$ cat src/rtl/bcd_2421_seq_ctrl.sv
// Sequencing controller: converts a packed multi-digit 8421 BCD word into
// 2421 code, one digit per clock (least significant digit first), through a
// single shared digit converter. Illegal input digits (10..15) are converted
// to 0000 and flagged per position in err_mask.
//
// Handshakes: a transfer happens on a rising edge where valid && ready are
// both high. The producer holds bcd_in/in_valid until in_ready is seen; the
// controller holds bcd_out/err_mask/err_any/out_valid until out_ready is
// seen. in_ready and out_valid are decoded from state only, so neither
// depends combinationally on in_valid or out_ready.
module bcd_2421_seq_ctrl #(
  parameter int NDIGITS = 4
) (
  input  logic                   clk,
  input  logic                   rst,
  input  logic                   in_valid,
  output logic                   in_ready,
  input  logic [4*NDIGITS-1:0]   bcd_in,
  output logic                   out_valid,
  input  logic                   out_ready,
  output logic [4*NDIGITS-1:0]   bcd_out,
  output logic [NDIGITS-1:0]     err_mask,
  output logic                   err_any,
  output logic                   busy,
  output logic [1:0]             dbg_state
);

  localparam int IW = (NDIGITS > 1) ? $clog2(NDIGITS) : 1;
  localparam logic [IW-1:0] LAST_IDX = IW'(NDIGITS - 1);

  localparam logic [1:0] S_IDLE = 2'd0;
  localparam logic [1:0] S_CONV = 2'd1;
  localparam logic [1:0] S_DONE = 2'd2;

  logic [1:0]           r_state;
  logic [IW-1:0]        r_idx;
  logic [4*NDIGITS-1:0] r_word;
  logic [4*NDIGITS-1:0] r_bcd_out;
  logic [NDIGITS-1:0]   r_err_mask;

  logic [3:0]           w_digit;
  logic [3:0]           w_conv;
  logic                 w_err;

  // Select the digit currently being converted from the latched word.
  always_comb begin
    w_digit = 4'd0;
    for (int i = 0; i < NDIGITS; i++) begin
      if (r_idx == IW'(i)) w_digit = r_word[4*i +: 4];
    end
  end

  // Shared 8421 -> 2421 digit converter; 10..15 map to 0000 with error.
  always_comb begin
    w_conv = 4'b0000;
    w_err  = 1'b0;
    case (w_digit)
      4'd0: w_conv = 4'b0000;
      4'd1: w_conv = 4'b0001;
      4'd2: w_conv = 4'b0010;
      4'd3: w_conv = 4'b0011;
      4'd4: w_conv = 4'b0100;
      4'd5: w_conv = 4'b1011;
      4'd6: w_conv = 4'b1100;
      4'd7: w_conv = 4'b1101;
      4'd8: w_conv = 4'b1110;
      4'd9: w_conv = 4'b1111;
      default: w_err = 1'b1;
    endcase
  end

  // Control FSM plus word/result registers; reset aborts any word in flight.
  always_ff @(posedge clk) begin
    if (rst) begin
      r_state    <= S_IDLE;
      r_idx      <= '0;
      r_word     <= '0;
      r_bcd_out  <= '0;
      r_err_mask <= '0;
    end else begin
      case (r_state)
        S_IDLE: begin
          if (in_valid) begin
            r_word     <= bcd_in;
            r_idx      <= '0;
            r_bcd_out  <= '0;
            r_err_mask <= '0;
            r_state    <= S_CONV;
          end
        end
        S_CONV: begin
          for (int i = 0; i < NDIGITS; i++) begin
            if (r_idx == IW'(i)) begin
              r_bcd_out[4*i +: 4] <= w_conv;
              r_err_mask[i]       <= w_err;
            end
          end
          if (r_idx == LAST_IDX) begin
            r_idx   <= '0;
            r_state <= S_DONE;
          end else begin
            r_idx <= r_idx + 1'b1;
          end
        end
        S_DONE: begin
          if (out_ready) r_state <= S_IDLE;
        end
        default: r_state <= S_IDLE;
      endcase
    end
  end

  assign in_ready  = (r_state == S_IDLE);
  assign out_valid = (r_state == S_DONE);
  assign busy      = (r_state == S_CONV) || (r_state == S_DONE);
  assign bcd_out   = r_bcd_out;
  assign err_mask  = r_err_mask;
  assign err_any   = |r_err_mask;
  assign dbg_state = r_state;

endmodule

$ cat config.mk
export PLATFORM = sky130hd
export DESIGN_NAME = bcd_2421_seq_ctrl
export DESIGN_NICKNAME = d
export VERILOG_FILES = /design/src/rtl/bcd_2421_seq_ctrl.sv
export SDC_FILE = /design/constraint.sdc
export NUM_CORES = 1
export LEC_CHECK = 0
export BUFFER_PORTS_ARGS = -buffer_cell sky130_fd_sc_hd__buf_2
export CAP_MARGIN = 10
export CELL_PAD_IN_SITES_DETAIL_PLACEMENT = 1
export CELL_PAD_IN_SITES_GLOBAL_PLACEMENT = 2
export CORE_ASPECT_RATIO = 0.7
export CORE_UTILIZATION = 32
export DETAILED_ROUTE_END_ITERATION = 8
export GPL_TIMING_DRIVEN = 1
export PLACE_DENSITY = 0.87
export SLEW_MARGIN = 0
export SYNTH_ARGS = -nofsm -noshare
export SYNTH_HDL_FRONTEND = slang
export SYNTH_SLANG_ARGS = --single-unit
$ cat constraint.sdc
create_clock -name clk -period 3 [get_ports clk]
set_input_delay 0.15 -clock clk [delete_from_list [all_inputs] [get_ports clk]]
set_output_delay 0.15 -clock clk [all_outputs]
set_load 0.03 [all_outputs]
[After elaboration in Yosys (flattened, before gate mapping)]
Index checks and enable logic that the tools add are counted.
Cells by class
  add/subtract/negate cells: 1
  reduce and logical (&&, ||, !) cells: 14
  equality and inequality tests: 20
  mux-type cells: 25
Operators with widths (count)
  $mux W4: 9
  $pmux W4 S9: 1
  $pmux W16 S2: 1
  $eq A4 B3 Y1 const B: 4
  $mux W16: 1
  $reduce_and A3 Y1: 5
  $mux W2: 5
  $ne A2 B2 Y1 const B: 5
  $reduce_or A10 Y1: 1
  $eq A4 B2 Y1 const B: 2
  $eq A4 B4 Y1 const B: 2
  $pmux W4 S2: 1
  $eq A2 B2 Y1 const B: 3
  $pmux W2 S3: 1
  $mux W1: 5
  $eq A2 B1 Y1 const B: 2
  $eq A4 B1 Y1 const B: 1
  $logic_not A2 Y1: 2
  $logic_not A4 Y1: 1
  $pmux W2 S2: 1
  $reduce_and A2 Y1: 2
  $reduce_or A4 Y1: 1
  $add A2 B1 Y2 const B: 1
  $ne A2 B1 Y1 const B: 1
  other kinds (2): 2
Word-level totals
  logic and storage cells: 71
  output and inout bits: 26
  bits of input ports: 20
  register bits after elaboration: 40

[Logic depth before layout (Yosys ltp)]
Gate-level depths: netlist (run 1).
  word-level depth: 10
  depth in mapped cells: 8

[Least setup slack after synthesis (run 1)]
Ideal clock, no wire load.
  kind: register to register
  start: register r_state[0] (netlist: dbg_state[0])
  end: register r_err_mask[3] (netlist: err_mask[3])
  arrival time: 1.907 ns
  required time: 2.913 ns
  clock period less this slack: 1.994 ns
  path slack: 1.006 ns
  buffers on the path: 0
  cell stages (with the launch flop): 8
  path through: dfxtp_1 > inv_1 > ha_1 > nand2_1 > o21ai_1 > a21oi_1 > nand2_1 > o31ai_1
Between the ends
  word-level cells in the longest chain between the ends: 3
RTL lines
  from (decl): line 35  | logic [1:0] r_state;
  from (signal assigned): line 75  | r_state <= S_IDLE;
  from (signal assigned): line 88  | r_state <= S_CONV;
  from (signal assigned): line 100  | r_state <= S_DONE;
  $logic_not A2 Y1 *
  net in_ready: line 17  | output logic in_ready,
  $ne A2 B2 Y1 (no line) / $reduce_bool A2 Y1 (equally long branches)
  $reduce_and A3 Y1 (no line)
  to (signal, indexed assignment): line 95  | r_err_mask[i] <= w_err;
  to (decl): line 39  | logic [NDIGITS-1:0] r_err_mask;
Mark *: on every way through the listed nets, which the timed path passes. The rest lies on a longest branch.
A chain may end at the register's enable or synchronous reset.

[Worst setup path in the final report (run 1)]
  start: register r_idx[1]
  end: register r_bcd_out[2] (netlist: bcd_out[2])
Between the ends
  word-level cells in the longest chain between the ends: 9
RTL lines
  from (decl): line 36  | logic [IW-1:0] r_idx;
  from (signal assigned): line 102  | r_idx <= r_idx + 1'b1;
  $logic_not A2 Y1: line 49, 93
  $mux W4 (4 in series): line 49  | if (r_idx == IW'(i)) w_digit = r_word[4*i +: 4];
  $eq A4 B4 Y1 (tied with other cells): line 57  | case (w_digit)
  $pmux W4 S9: line 57
  $mux W4: line 93  | if (r_idx == IW'(i)) begin
  $pmux W16 S2: line 81  | case (r_state)
  to (signal, indexed assignment): line 94  | r_bcd_out[4*i +: 4] <= w_conv;
  to (decl): line 38  | logic [4*NDIGITS-1:0] r_bcd_out;
Parallel ways exist; a longest one is shown, timed or not. The select of a mux whose other input is x is not followed.

==> results.ini, run 1 <==
[cts]
clock-root-buffer = clkbuf_8
cts_buffers = 5
post_cts_resized = 0
cts_setup_buffers = 0
worstSkewPairLatency_ps = 300
cts_buffer_depth = 2
holdBufCountCts = 0
clock-sinks = 40
htree_levels = 2
path_clk_slew_ps = 90
cts_tree = built

[timing]
period_share_pct = 76.6
final-max-slew-violation-count = 0
setup_violations = 0
setup_slack_ps = 702
hold_viol = 0
fin_crit_ps = 2300
setup-tns-final_ps = 0
skew_ps = 9.82
worstMarginPinSlew_ps = 655
fmax_mhz = 435
rsz0062_at_grt = false
relSlewSlack_pct = 56.0

[placement]
routabilityCongestion = 0.812
port_buffers = 45
dpl.hpwl_mm = 3.61
pre_cts_slack_ps = 687

[logic_synthesis]
synth_edf_count = 0
synth_top_cells_by_area = dfxtp_1 44%, nand2_1 14%, a21oi_1 5.7%
ys.flop_type = dfxtp_1
ys_ff_latch = 40
synth_top_cell_by_area = dfxtp_1
ys_types = 41
syn-num-nets = 250
ys_top_cells_by_count = 66 x nand2_1, 40 x dfxtp_1, 21 x a21oi_1
yosysMostFrequentCell = nand2_1
ys_warn_count = 0
syn-cell-area_mm2 = 0.00183
synth_top_area_share_pct = 43.7
postSynthCellCount = 223
synthArstFlopShare_pct = 0
yosysSeqAreaShare_pct = 43.7
postSynthAreaPerCell_um2 = 8.22

[routing]
vias = 1631
final_antenna_net_count = 0
finalWirelength_mm = 4.67
drt_iter0_markers = 69
drtPass1Iterations = 4
drc = 0
post_drt_wl_per_cell_um = 13.8
via_per_inst = 4.81

[finish]
final_net_count = 293
drive_gt1_share_pct = 23.6
antenna_cells = 0
area_growth_pct = 19.3

[grt]
grt_max_degree = 31
grt_pass1_vias = 1601
antenna_found_initial = 0
grt_usage_pct = 16.8
grt_overflow = 0
grt_pass1_wl_mm = 7.77

[hold_path]
hold-path-cell-count = 3
holdCritPathClass = in2reg

[floorplan]
die_h_um = 65.3
dieArea_mm2 = 0.00604
rows = 22
ios = 46
coreArea_mm2 = 0.00537
dieWidth_um = 92.5
start_util_pct = 34.1

[power_and_ir_drop]
power_per_cell_area_mw_per_mm2 = 834
p_leak_nw = 0.922
vdd_drop_max_uv = 461

[status]
status = completed

[worst_setup_path]
cp_max_fo = 11
start_kind = register
critPathKind = reg2reg
reg2regPathDepth = 7
cp_data_required_time_ps = 3180
critPathCaptureType = register
arrival_ps = 2480

[job]
cap_violations = 0

-- area by class of cell --
type                       instances  area (um2)
sequential                        40         801
inverter                           8        30.0
clock inverter                     2        13.8
timing repair buffer              46         233
clock buffer                       6        82.6
tap                               72        90.1
fill                             665        3180
multi-input combinational        165         937
-- per-stage QoR --
stage	cell area, um2	hold WS [ps]	util [%]	power [mW]	instances
6_report	2190	83.4	40.7	1.82	339
4_1_cts	2190	82.8	40.7	1.83	339
5_1_grt	2190	86.5	40.7	1.96	339
3_3_place_gp	2090	391	39.0	1.43	331
3_5_place_dp	2090	397	39.0	1.44	331
2_1_floorplan	1830	286	-	1.27	223
-- state kept, by name, indices dropped and copies added (netlist names) --
signal	count
r_idx	2
err_mask	4
r_word	16
bcd_out	16
dbg_state	2
-- routing by layer --
layer	global-route usage [%]	vias to the layer above	share of wire (%)
li1	-	836	-
met2	25.8	36	41
met1	23.1	757	54
met5	0	-	0
met4	2.93	0	0.43
met3	5.32	2	4.8
-- cell families after synthesis --
group	share of synthesized area, %
AOI/OAI and AO/OA	20.3
xor gates and xnor gates	0.956
adders and majority gates	4.78
buffers and inverters	5.19
DFF	43.7
muxes	1.64
and+or+nand+nor	23.5
-- report_power, final --
part / internal (mW) / switching [mW]
sequential: 0.596 / 0.0467
clock: 0.188 / 0.203
combinational: 0.265 / 0.525
-- worst paths after layout --
kind	from	endpoint	slack (ps)
setup / recovery	r_idx[1]	bcd_out[2]	700
hold / removal	bcd_in[12]	r_word[12]	80
setup reg to reg	r_idx[1]	bcd_out[2]	700
hold reg to reg	bcd_out[0]	bcd_out[0]	450
-- critical path, cell delays in order, from the launching register on --
cell and delay, ps:
dfxtp_1 410, inv_1 90, ha_1 300, a211oi_1 320, a211oi_2 170, or3_1 400, a22oi_1 350, o21ai_0 130
-- cells in the final DEF (no fill, tap or decap), types with 2 or more instances in the layout --
cell	n
nor3_1	2
a211oi_1	2
nor3b_1	2
and2_1	2
nor2b_1	2
nand2_1	66
o21ai_0	17
o22ai_2	3
nand2b_1	5
dfxtp_1	40
buf_2	45
a21oi_1	21
nor2_1	6
a22oi_1	3
a211oi_2	2
nand3b_1	2
and2b_1	2
inv_1	8
clkbuf_8	6
ha_1	7
mux2i_1	3
(Power assumes the default switching activity.)
==> run 2: changes to the inputs <==
--- a/config.mk
+++ b/config.mk
@@ -5,15 +5,16 @@
 export SDC_FILE = /design/constraint.sdc
 export NUM_CORES = 1
 export LEC_CHECK = 0
+export ABC_AREA = 1
 export BUFFER_PORTS_ARGS = -buffer_cell sky130_fd_sc_hd__buf_2
 export CAP_MARGIN = 10
 export CELL_PAD_IN_SITES_DETAIL_PLACEMENT = 1
 export CELL_PAD_IN_SITES_GLOBAL_PLACEMENT = 2
 export CORE_ASPECT_RATIO = 0.7
-export CORE_UTILIZATION = 32
+export CORE_UTILIZATION = 29
 export DETAILED_ROUTE_END_ITERATION = 8
 export GPL_TIMING_DRIVEN = 1
-export PLACE_DENSITY = 0.87
+export PLACE_DENSITY = 0.81
 export SLEW_MARGIN = 0
 export SYNTH_ARGS = -nofsm -noshare
 export SYNTH_HDL_FRONTEND = slang
==> constraint.sdc (replaced) <==
create_clock -name clk -period 2.35 [get_ports clk]
set_input_delay 0.1175 -clock clk [delete_from_list [all_inputs] [get_ports clk]]
set_output_delay 0.1175 -clock clk [all_outputs]
set_load 0.03 [all_outputs]
==> results.ini, run 2 <==
[logic_synthesis]
syn-num-nets = 253
synth_top_cells_by_area = dfxtp_1 45%, o21ai_0 9.0%, a21oi_1 8.4%
postSynthCellCount = 226
synthArstFlopShare_pct = 0
yosysSeqAreaShare_pct = 44.8
syn-cell-area_mm2 = 0.00179
synth_top_cell_by_area = dfxtp_1
yosysMostFrequentCell = dfxtp_1
synth_top_area_share_pct = 44.8
ys.flop_type = dfxtp_1
ys_top_cells_by_count = 40 x dfxtp_1, 32 x nor2_1, 32 x o21ai_0
ys_ff_latch = 40
ys_warn_count = 0
postSynthAreaPerCell_um2 = 7.90
synth_edf_count = 0
ys_types = 26

[grt]
grt_max_degree = 22
grt_pass1_wl_mm = 7.74
grt_overflow = 0
grt_usage_pct = 16.2
antenna_found_initial = 0
grt_pass1_vias = 1552

[cts]
cts_setup_buffers = 0
worstSkewPairLatency_ps = 290
cts_buffer_depth = 2
post_cts_resized = 0
path_clk_slew_ps = 70
clock-root-buffer = clkbuf_8
cts_buffers = 5
holdBufCountCts = 0
cts_tree = built
htree_levels = 2
clock-sinks = 40

[routing]
finalWirelength_mm = 4.80
drc = 0
drt_iter0_markers = 50
final_antenna_net_count = 0
vias = 1630
via_per_inst = 4.70
post_drt_wl_per_cell_um = 13.8
drtPass1Iterations = 4

[worst_setup_path]
cp_data_required_time_ps = 2570
crit_path_top_delay_cell = dfxtp_1
path_cells = inv_1 -> ha_1 -> a21oi_1 -> nand2_2 -> a21oi_4 -> nand2_1 -> nand2_1 -> nand3b_2 -> a21oi_1
reg2regPathDepth = 9
arrival_ps = 2130
reg2reg_from = r_idx[0]
critPathCaptureType = register
critPathKind = reg2reg
slowest_delay_ps = 380
cp_max_fo = 9
reg2reg_slack_ps = 440
worstReg2RegEnd = bcd_out[0]
start_kind = register

[placement]
port_buffers = 45
dpl.hpwl_mm = 3.72
routabilityCongestion = 0.759
dp_cells = 340

[power_and_ir_drop]
power_per_cell_area_mw_per_mm2 = 1490
totalPowerFinal_mw = 3.23
vdd_drop_max_uv = 714
p_leak_nw = 0.991

[finish]
final_net_count = 299
drive_gt1_share_pct = 27.6
final_common_cell = buf_2
antenna_cells = 0
area_growth_pct = 21.7
stdcell_count = 347
final_cell_mix = 45 x buf_2, 40 x dfxtp_1, 32 x nor2_1, 32 x o21ai_0, 30 x a21oi_1

[timing]
fmax_mhz = 525
worstMarginPinSlew_ps = 494
setup-tns-final_ps = 0
fin_hold_ws_ps = 21.4
final-max-slew-violation-count = 0
relSlewSlack_pct = 67.0
fin_crit_ps = 1910
setup_violations = 0
rsz0062_at_grt = false
hold_viol = 0
period_share_pct = 81.1
skew_ps = 3.09

[floorplan]
dieWidth_um = 95.8
die_h_um = 67.7
rows = 23
start_util_pct = 30.6
coreArea_mm2 = 0.00584
ios = 46
dieArea_mm2 = 0.00648

[hold_path]
hold_path_end = r_idx[1]
holdCritPathClass = in2reg
hp-start = rst
hold-path-cell-count = 2

[job]
cap_violations = 0

[status]
status = completed

-- run 2: changes by cell type after synthesis, sizes merged, moves of 4 or more --
cell,previous run,this run
a21oi,22,32
nand2,66,31
o21ai,18,40
nand3,0,9
nor2,6,35
inv,8,18
nand2b,5,0
a211oi,4,0
-- run 2: cells by family after synthesis --
group	share of synthesized area (%)
and+or+nand+nor	20.5
adders and majority gates	4.91
DFF	44.8
AOI/OAI and AO/OA	23.0
buffers and inverters	6.73
-- run 2: through the flow --
step,instance area (um2),utilization (%),worst slack (ps)
global route,2170,37.2,274
finish,2170,37.2,445
floorplan,1790,-,479
global placement,2080,35.6,553
CTS,2170,37.2,455
detailed placement,2080,35.6,489
-- run 2: final cells by class --
| class | count | area (um2) |
|---|---|---|
| multi-input combinational | 159 | 865 |
| inverter | 18 | 70.1 |
| tap | 75 | 93.8 |
| clock buffer | 7 | 96.3 |
| timing repair buffer | 48 | 248 |
| fill | 746 | 3670 |
| sequential | 40 | 801 |
-- run 2: layer usage --
metal  global-route usage [%]  routed length (um)
met1                     23.8                2620
met2                     22.9                1920
met3                     3.83                 212
met4                     5.04                  42
met5                        0                   0
-- run 2: how the worst max path moves through the flow --
| stage | cells after the start | slack [ps] | end | from |
|---|---|---|---|---|
| 2_1_floorplan | 8 | 480 | r_idx[0] | dbg_state[0] |
| 3_3_place_gp | 11 | 550 | bcd_out[4] | r_idx[0] |
| 3_5_place_dp | 9 | 490 | bcd_out[0] | r_idx[0] |
| 4_1_cts | 9 | 450 | bcd_out[0] | r_idx[0] |
| 5_1_grt | 9 | 270 | bcd_out[12] | r_idx[0] |
| 6_report | 9 | 440 | bcd_out[0] | r_idx[0] |
-- run 2: worst max-delay path: cells and delay by family, from the launching register on --
family,cells,cell delay [ps]
buffers and inverters,1,100
AO/OA/AOI/OAI,3,580
flip-flops,1,380
AND/OR/NAND/NOR,4,450
adder cells (fa/ha/maj),1,320
-- run 2: power breakdown --
| group | leakage [nW] | internal (mW) | switching, mW |
|---|---|---|---|
| Sequential | 0.329 | 0.903 | 0.121 |
| Clock | 0.0503 | 0.261 | 0.226 |
| Combinational | 0.612 | 0.497 | 1.22 |
| Total | 0.991 | 1.66 | 1.57 |
==> run 3: changes to the inputs <==
--- a/config.mk
+++ b/config.mk
@@ -5,16 +5,16 @@
 export SDC_FILE = /design/constraint.sdc
 export NUM_CORES = 1
 export LEC_CHECK = 0
-export ABC_AREA = 1
+export ABC_AREA = 0
 export BUFFER_PORTS_ARGS = -buffer_cell sky130_fd_sc_hd__buf_2
 export CAP_MARGIN = 10
 export CELL_PAD_IN_SITES_DETAIL_PLACEMENT = 1
 export CELL_PAD_IN_SITES_GLOBAL_PLACEMENT = 2
 export CORE_ASPECT_RATIO = 0.7
-export CORE_UTILIZATION = 29
+export CORE_UTILIZATION = 27
 export DETAILED_ROUTE_END_ITERATION = 8
 export GPL_TIMING_DRIVEN = 1
-export PLACE_DENSITY = 0.81
+export PLACE_DENSITY = 0.78
 export SLEW_MARGIN = 0
 export SYNTH_ARGS = -nofsm -noshare
 export SYNTH_HDL_FRONTEND = slang
==> constraint.sdc (replaced) <==
create_clock -name clk -period 1.5 [get_ports clk]
set_input_delay 0.075 -clock clk [delete_from_list [all_inputs] [get_ports clk]]
set_output_delay 0.075 -clock clk [all_outputs]
set_load 0.03 [all_outputs]
==> results.ini, run 3 (synthesis results as in run 1) <==
[worst_setup_path]
crit_family = compound AO/OA/AOI/OAI gates
critPathCaptureType = register
slowest_delay_ps = 370
arrival_ps = 2170
cp_data_required_time_ps = 1690
critPathKind = reg2reg
path_cells = buf_6 -> ha_4 -> nand3b_1 -> a211oi_2 -> buf_4 -> and3b_2 -> a22oi_2 -> o21ai_1
start_kind = register
critical_path_buf_inv_count = 2
crit_path_top_delay_cell = dfxtp_4
cp_max_fo = 6

[timing]
fin_crit_ps = 1990
final-max-slew-violation-count = 0
period_share_pct = 132
fin_hold_ws_ps = 17.4
relSlewSlack_pct = 73.4
skew_ps = 8.20
setup_violations = 22
setup_slack_ps = -487
rsz0062_at_grt = true
hold_viol = 0
fmax_mhz = 503
worstMarginPinSlew_ps = 397

[finish]
drive_gt1_share_pct = 41.9
nFillCells = 786
design_area_mm2 = 0.00265
final_common_cell = nand2_1
antenna_cells = 0
final_net_count = 327
area_growth_pct = 44.4
final_cell_mix = 66 x nand2_1, 45 x buf_2, 36 x dfxtp_1

[routing]
drc = 0
final_antenna_net_count = 0
drt_iter0_markers = 34
drtPass1Iterations = 4
highest_layer = met4
wl_met1_mm = 2.77
wl_met2_mm = 2.33
vias = 1789
finalWirelength_mm = 5.35
wl_met3_um = 207
post_drt_wl_per_cell_um = 13.6
via_per_inst = 4.56

[grt]
grt_max_degree = 30
antenna_found_initial = 0
grt_pass1_vias = 1774
grt_pass1_wl_mm = 8.58
grt_overflow = 0
grt_usage_pct = 15.4

[cts]
path_clk_slew_ps = 90
htree_levels = 2
clock-sinks = 40
clock-root-buffer = clkbuf_8
cts_buffers = 5
worstSkewPairLatency_ps = 290
cts_tree = built
cts_buffer_depth = 2

[hold_path]
holdCritPathClass = in2reg

[floorplan]
dieWidth_um = 100
start_util_pct = 28.7
ios = 46
rows = 24
die_h_um = 70.9
dieArea_mm2 = 0.00713
coreArea_mm2 = 0.00640

[placement]
placed_area_mm2 = 0.00241
dpl.hpwl_mm = 4.05
port_buffers = 45
routabilityCongestion = 0.777

[job]
cap_violations = 0

[power_and_ir_drop]
p_leak_nw = 1.12
power_per_cell_area_mw_per_mm2 = 1700
totalPowerFinal_mw = 4.50
vdd_drop_max_uv = 1180

[status]
violations = setup timing
status = finished, violations left

==> run 3: cell types whose count changed in the layout (fill, tap and decap cells not counted), sizes merged, moves of 3 or more <==
| cell | previous run | this run |
|---|---|---|
| o21ai | 40 | 18 |
| buf | 48 | 80 |
| a22oi | 0 | 3 |
| o22ai | 0 | 3 |
| nand3 | 9 | 0 |
| nand2 | 31 | 66 |
| nor2 | 35 | 6 |
| nand2b | 0 | 5 |
| inv | 18 | 9 |
| a211oi | 0 | 4 |
| mux2i | 0 | 3 |
| a21oi | 32 | 22 |
==> run 3: per-layer routing <==
| layer | vias to the layer above | track usage (%) |
|---|---|---|
| met5 | - | 0 |
| met4 | 0 | 3.38 |
| met3 | 4 | 3.46 |
| met2 | 38 | 24.0 |
| met1 | 841 | 21.6 |
| li1 | 906 | - |
==> run 3: per-stage QoR <==
step,utilization (%),cells,worst slack (ps),setup TNS (ps)
2_1_floorplan,-,223,-445,-5780
3_3_place_gp,37.7,378,-466,-8520
3_5_place_dp,37.7,378,-516,-9940
4_1_cts,39.6,387,-463,-8090
5_1_grt,41.4,392,-577,-11090
6_report,41.4,392,-487,-9100
==> run 3: final cells by class <==
class | instances | area (um2) | area share [%]
Tap cell | 91 | 114 | 4.30
Inverter | 8 | 35.0 | 1.32
Clock inverter | 2 | 13.8 | 0.520
Sequential cell | 40 | 816 | 30.8
Timing Repair Buffer | 80 | 507 | 19.1
Clock buffer | 6 | 82.6 | 3.12
Multi-Input combinational cell | 165 | 1080 | 40.8
==> run 3: final timing paths <==
check / from / endpoint / slack (ps) / depth (start not counted)
setup / recovery: r_idx[0] / bcd_out[13] / -490 / 8
hold / removal: bcd_in[9] / r_word[9] / 20 / 3
setup reg to reg: r_idx[0] / bcd_out[13] / -490 / 8
hold reg to reg: bcd_out[4] / bcd_out[4] / 450 / 2
==> run 3: timing repair <==
| item | in CTS | in global routing |
|---|---|---|
| endpoints found under the hold margin | 0 | 0 |
| pin swaps | 4 | 8 |
| setup buffers | 1 | 5 |
| setup endpoints to repair | 23 | 23 |
| hold buffers | 0 | 0 |
| resized for setup | 4 | 26 |
==> run 3: worst reg2reg max path, stage by stage (launching register included) <==
cell and delay (ps):
dfxtp_4 370, buf_6 120, ha_4 180, nand3b_1 180, a211oi_2 280, buf_4 160
and3b_2 230, a22oi_2 280, o21ai_1 90
==> run 3: where the power goes <==
part	internal (mW)	leakage (nW)	total, mW	switching [mW]
registers	1.21	0.328	1.32	0.102
clock network	0.376	0.0516	0.775	0.399
logic	1.08	0.739	2.41	1.33
